<file path="config.mk">
export PLATFORM = sky130hd
export DESIGN_NAME = wptr_full_level
export DESIGN_NICKNAME = d
export VERILOG_FILES = /design/src/rtl/wptr_full_level.sv
export SDC_FILE = /design/constraint.sdc
export NUM_CORES = 1
export LEC_CHECK = 0
export BUFFER_PORTS_ARGS = -buffer_cell sky130_fd_sc_hd__buf_2
export CAP_MARGIN = 20
export CORE_MARGIN = 5
export CORE_UTILIZATION = 39
export CTS_CLUSTER_DIAMETER = 50
export DETAILED_ROUTE_END_ITERATION = 10
export PLACE_DENSITY_LB_ADDON = 0.2
export RECOVER_POWER = 100
export SLEW_MARGIN = 5
export SYNTH_ARGS = -nofsm -noshare
export SYNTH_HDL_FRONTEND = slang
export SYNTH_SLANG_ARGS = --single-unit
</file>
<file path="constraint.sdc">
create_clock -name wclk -period 7.22 [get_ports wclk]
set_clock_uncertainty 0.1 [all_clocks]
set_input_delay 1.083 -clock wclk [delete_from_list [all_inputs] [get_ports wclk]]
set_output_delay 1.083 -clock wclk [all_outputs]
set_load 0.02 [all_outputs]
</file>
<file path="src/rtl/wptr_full_level.sv">
// Write-side pointer and status generator for a dual-clock FIFO.
// Keeps the binary/Gray write pointers, drives the memory write port and
// derives full, almost-full, fill level and a sticky overflow flag from the
// read pointer after it has been synchronised into wclk.
module wptr_full_level #(
    parameter int ADDRSIZE = 4
) (
    input  logic                wclk,
    input  logic                wrst_n,
    input  logic                winc,
    input  logic [ADDRSIZE:0]   wq2_rptr,
    input  logic [ADDRSIZE:0]   afull_thresh,
    input  logic                clr_ovf,
    output logic                wen,
    output logic [ADDRSIZE-1:0] waddr,
    output logic [ADDRSIZE:0]   wptr,
    output logic                wfull,
    output logic                wafull,
    output logic [ADDRSIZE:0]   wcount,
    output logic                wovf
);

    localparam int PW = ADDRSIZE + 1;

    // State registers and their next-state values
    logic [PW-1:0] wbin_q,   wbin_d;
    logic [PW-1:0] wgray_q,  wgray_d;
    logic          wfull_q,  wfull_d;
    logic          wafull_q, wafull_d;
    logic [PW-1:0] wcount_q, wcount_d;
    logic          wovf_q,   wovf_d;

    // Combinational intermediates
    logic [PW-1:0] rbin_s;
    logic [PW-1:0] level;
    logic [PW-1:0] full_gray;

    // Gray-to-binary conversion of the synchronised read pointer
    always_comb begin
        // NOTE: every always_comb output gets a default first so no path can infer a latch.
        rbin_s = '0;
        for (int i = 0; i < PW; i++) begin
            rbin_s[i] = ^(wq2_rptr >> i);
        end
    end

    // Next-state logic for pointers and status flags
    always_comb begin
        wen      = winc & ~wfull_q;
        wbin_d   = wbin_q + PW'(wen);
        wgray_d  = (wbin_d >> 1) ^ wbin_d;

        // Full when the next Gray pointer equals the read pointer with its top
        // two bits inverted: one full lap ahead of the reader.
        full_gray = {~wq2_rptr[ADDRSIZE:ADDRSIZE-1], wq2_rptr[ADDRSIZE-2:0]};
        wfull_d   = (wgray_d == full_gray);

        level    = wbin_d - rbin_s;
        wcount_d = level;
        wafull_d = (afull_thresh != '0) && (level >= afull_thresh);

        // A write attempt while full sets the flag; set beats clear.
        wovf_d = wovf_q;
        if (winc && wfull_q) begin
            wovf_d = 1'b1;
        end else if (clr_ovf) begin
            wovf_d = 1'b0;
        end
    end

    // State registers with asynchronous reset
    always_ff @(posedge wclk or negedge wrst_n) begin
        if (!wrst_n) begin
            wbin_q   <= '0;
            wgray_q  <= '0;
            wfull_q  <= 1'b0;
            wafull_q <= 1'b0;
            wcount_q <= '0;
            wovf_q   <= 1'b0;
        end else begin
            // NOTE: sequential state uses non-blocking assignments so every flop samples pre-edge values.
            wbin_q   <= wbin_d;
            wgray_q  <= wgray_d;
            wfull_q  <= wfull_d;
            wafull_q <= wafull_d;
            wcount_q <= wcount_d;
            wovf_q   <= wovf_d;
        end
    end

    assign waddr  = wbin_q[ADDRSIZE-1:0];
    assign wptr   = wgray_q;
    assign wfull  = wfull_q;
    assign wafull = wafull_q;
    assign wcount = wcount_q;
    assign wovf   = wovf_q;

endmodule

</file>
* Yosys cells after proc, flatten, opt, wreduce, memory -nomap -nowiden
Index checks and enable logic that the tools add are counted.
** Storage, ports and cells
- Logic and storage cells :: 25
- Input port bits :: 14
- Flip-flop bits (word level) :: 18
** Operators by class
- Order comparisons :: 1
- Add/sub/neg operators :: 2
- Bitwise operators :: 4
- Eq/ne operators :: 1
- Mux-type cells :: 2
- Reductions and logical operators :: 9
** Operator list (count)
- $reduce_xor 5->1 :: 5
- $add 5x1->5 :: 1
- $eq 5x5->1 :: 1
- $ge 5x5->1 :: 1
- $reduce_bool 5->1 :: 1
- $sub 5x5->5 :: 1
- $xor 4x5->5 :: 1
- $logic_and 1x1->1 :: 2
- $mux 1 :: 2
- $not 2->2 :: 1
- $reduce_bool 2->1 :: 1
- $and 1x1->1 :: 1
- $not 1->1 :: 1

* Longest topological paths before layout
- Depth in word-level cells :: 6
- Mapped depth :: 12

* Least setup slack after synthesis
Ideal clock, no wire load.
- Path kind :: input port to flip-flop
- Start point :: input wq2_rptr[4]
- End point :: register wafull_q, in the netlist wafull
- Path buffers :: 0
- Slack :: 3.649 ns
- Setup time :: 0.126 ns
- Data arrival time :: 3.345 ns
- Stages :: 12
- Path through :: xnor2_1 xor2_1 xor2_1 xnor2_1 ha_1 fa_1 nor2b_1 a221oi_1 xnor2_1 ha_1 o22ai_1 a21oi_1
** On the way
- Word-level cells in the longest chain between the ends :: 4
- Elaborated cells on any way between the ends :: 8
** RTL lines
- start: declaration :: RTL line 11 : input logic [ADDRSIZE:0] wq2_rptr,
- $reduce_xor 5->1 :: RTL line 43 : rbin_s[i] = ^(wq2_rptr >> i);
- $sub 5x5->5 (*) :: RTL line 58 : level = wbin_d - rbin_s;
- via level[4] :: RTL line 35 : logic [PW-1:0] level;
- $ge 5x5->1 (*) :: RTL line 60 : wafull_d = (afull_thresh != '0) && (level >= afull_thresh);
- $logic_and 1x1->1 (*) :: RTL line 60
- via wafull_d :: RTL line 29 : logic wafull_q, wafull_d;
- end signal: assignment :: RTL line 85 : wafull_q <= wafull_d;
- end: declaration :: RTL line 29
Mark *: on every way through the listed nets, which the timed path passes. The rest lies on a longest branch.
A chain may end at the register's enable or synchronous reset.

* Worst setup path in the final report
Same ends and word-level chain as after synthesis.

==> results.cfg <==
[route]
drt-total-wl_um = 1800
vias = 656
first_pass_iters = 4
detail-route-antenna-nets = 0
drc = 0
drt-initial-drc-count = 20
wl_per_cell_um = 12.4
vias_per_cell = 4.52

[setup_path]
worst_setup_path_end_kind = flip-flop
crit_top_cell = xnor2_1
critPathSlowestCell = fa_1
worstSetupPathType = primary input to flip-flop
crit_fanout = 3
startpoint_type = primary input
ff2ff_path_depth = 11
r2r-end = wafull
worstPathArrival_ps = 3800
path_cells = clkbuf_1 -> xnor2_1 -> xor2_1 -> xor2_1 -> xnor2_1 -> ha_1 -> fa_1 -> nor2b_1 -> a221oi_1 -> xnor2_1 -> ha_1 -> o22ai_1 -> a21oi_1
path_delay_family = XOR/XNOR gates
crit_buf_inv = 1
critPathRequiredTime_ps = 7290
slowest_delay_ps = 410
worstReg2RegStart = wbin_q[0]
ff2ff_setup_slack_ps = 4100

[pwr]
power_mw = 0.644
power_frac_seq_pct = 26.5
switching_share_pct = 47.5
max-vdd-ir-drop_mv = 0.250
p_leak_nw = 0.530
internal-power_mw = 0.338
pwr_density_cell_nw_per_um2 = 575
p_sw_mw = 0.306
pwr-share-clk_pct = 7.4
comb_power_share_pct = 66.1

[yosys]
avgSynthCellArea_um2 = 11.5
synth_area_leaders = dfrtp_1 45%, ha_1 13%, xnor2_1 12%
synth_top_area_share_pct = 45.0
synth_nets = 107
synth_cell_types = 21
yosys.area.top_type = dfrtp_1
synthCells = 82
ys_ff_latch = 17
synth-seq-area-share_pct = 45.0
synth_area_um2 = 945
yosys_warnings = 0

[cells_and_area]
final_nets = 143
syn_to_final_growth_pct = 18.7
mostFrequentLayoutCells = 22 x clkbuf_1, 17 x dfrtp_1, 13 x xnor2_1
drive_gt1_share_pct = 12.0
layout_commonest_cell = clkbuf_1
finish.utilization_pct = 49.7
n_antenna_cell = 0

[placement]
preCtsSetupSlack_ps = 3150
globalplace.congestion = 0.780
dp_hpwl_um = 1530
io_buffers = 31

[sta]
finalSetupTns_ps = 0
rsz0062_at_grt = no
fmax_mhz = 268
fin_crit_ps = 3730
final-hold-violation-count = 0
max-slew-margin-rel_pct = 44.4
layout_setup_ws_ps = 3490
drv_slew = 0
tightest_slew_ps = 833
period_share_pct = 51.6
whs_ps = 439
setup_viol = 0

[die]
num_rows = 17
initial_core_util_pct = 41.9
die_w_um = 59.2
die_area_um2 = 3510
io_pins = 32
die_h_um = 59.2
core_area_um2 = 2250

[clock_tree]
cts_buffer_depth = 2
clk_transition_reported_paths_ps = 90
cts_tree = built
postCtsSetupRepairBufs = 0
cts_sinks = 17
cts_hold_buf = 0
cts_root_buf = clkbuf_4
cts_buffers = 3
htreeDepth = 1
insertion_delay_ps = 280
cts.repair.resized = 0

[outcome]
status = completed

[min_path]
min_from = wovf
hold_path_depth = 2
hold_class = flip-flop to flip-flop
hold_end = wovf

[global_routing]
grt_pass1_vias = 686
grt_pass1_wl_um = 3070
antenna_found_initial = 0
overflow = 0
groute.usage.overall_pct = 11.9
grt_max_degree = 18

[run]
cap_violations = 0
[cell type report]
cell class              count  area [um^2]
inverters                  12         45.0
well taps                  28         35.0
multi-input cells          53          460
repair buffers             31          129
fillers                   235         1130
clock buffers               4         26.3
flip-flops and latches     17          425
[cells in the mapped netlist, drive strengths merged]
library cell and number:
or3 1, dfrtp 17, fa 1, o21ai 2, ha 10, nand2b 1, a2111oi 1, nor2 1
xnor2 13, a221oi 2, or4 1, and3b 1, nand3 2, xor2 8, a21oi 2, o22ai 1
nor2b 4, nand2 1, and3 1, inv 12
[worst min-delay path: cells and delay by family (launching register included)]
kind / cells / cell delay [ps]
compound gates: 1 / 60
buf+inv: 1 / 50
flops: 1 / 380
[layer usage]
| layer | vias to the layer above | wire length (um) | track usage, % |
|---|---|---|---|
| met1 | 296 | 874 | 15.5 |
| li1 | 338 | - | - |
| met4 | 0 | 36 | 8.74 |
| met2 | 20 | 777 | 17.6 |
| met5 | - | 0 | 0 |
| met3 | 2 | 110 | 1.74 |
[power by group through the flow]
stage	Clock, mW	Combinational (mW)	Sequential [mW]
3_5_place_dp	0	0.456	0.173
2_1_floorplan	0	0.275	0.233
3_3_place_gp	0	0.448	0.171
6_report	0.0477	0.426	0.171
5_1_grt	0.0566	0.484	0.177
4_1_cts	0.0496	0.457	0.171
[sequential cells by signal, indices dropped and copies added, names as in the netlist]
register	flops
wafull	1
wbin_q	5
wcount	5
wfull	1
wovf	1
wptr	4
[metrics by stage]
stage,area (um^2),cells
floorplan,945,82
global placement,1130,141
detailed placement,1130,141
CTS,1160,145
global route,1120,145
finish,1120,145
[cells by family after synthesis]
kind of cell / Yosys count / synth area share, %
buffers and inverters: 12 / 4.77
flip-flops: 17 / 45.0
AO/OA/AOI/OAI: 8 / 6.23
XOR/XNOR: 21 / 20.3
AND/OR/NAND/NOR: 13 / 8.34
adder cells (fa/ha/maj): 11 / 15.4
[how the worst max path moves through the flow]
stage,endpoint,start,cells past startpoint
4_1_cts,wafull,wq2_rptr[4],13
2_1_floorplan,wafull,wq2_rptr[4],12
6_report,wafull,wq2_rptr[4],13
3_3_place_gp,wafull,wq2_rptr[4],13
5_1_grt,wafull,wq2_rptr[4],13
3_5_place_dp,wafull,wq2_rptr[4],13
(Power assumes the default switching activity.)
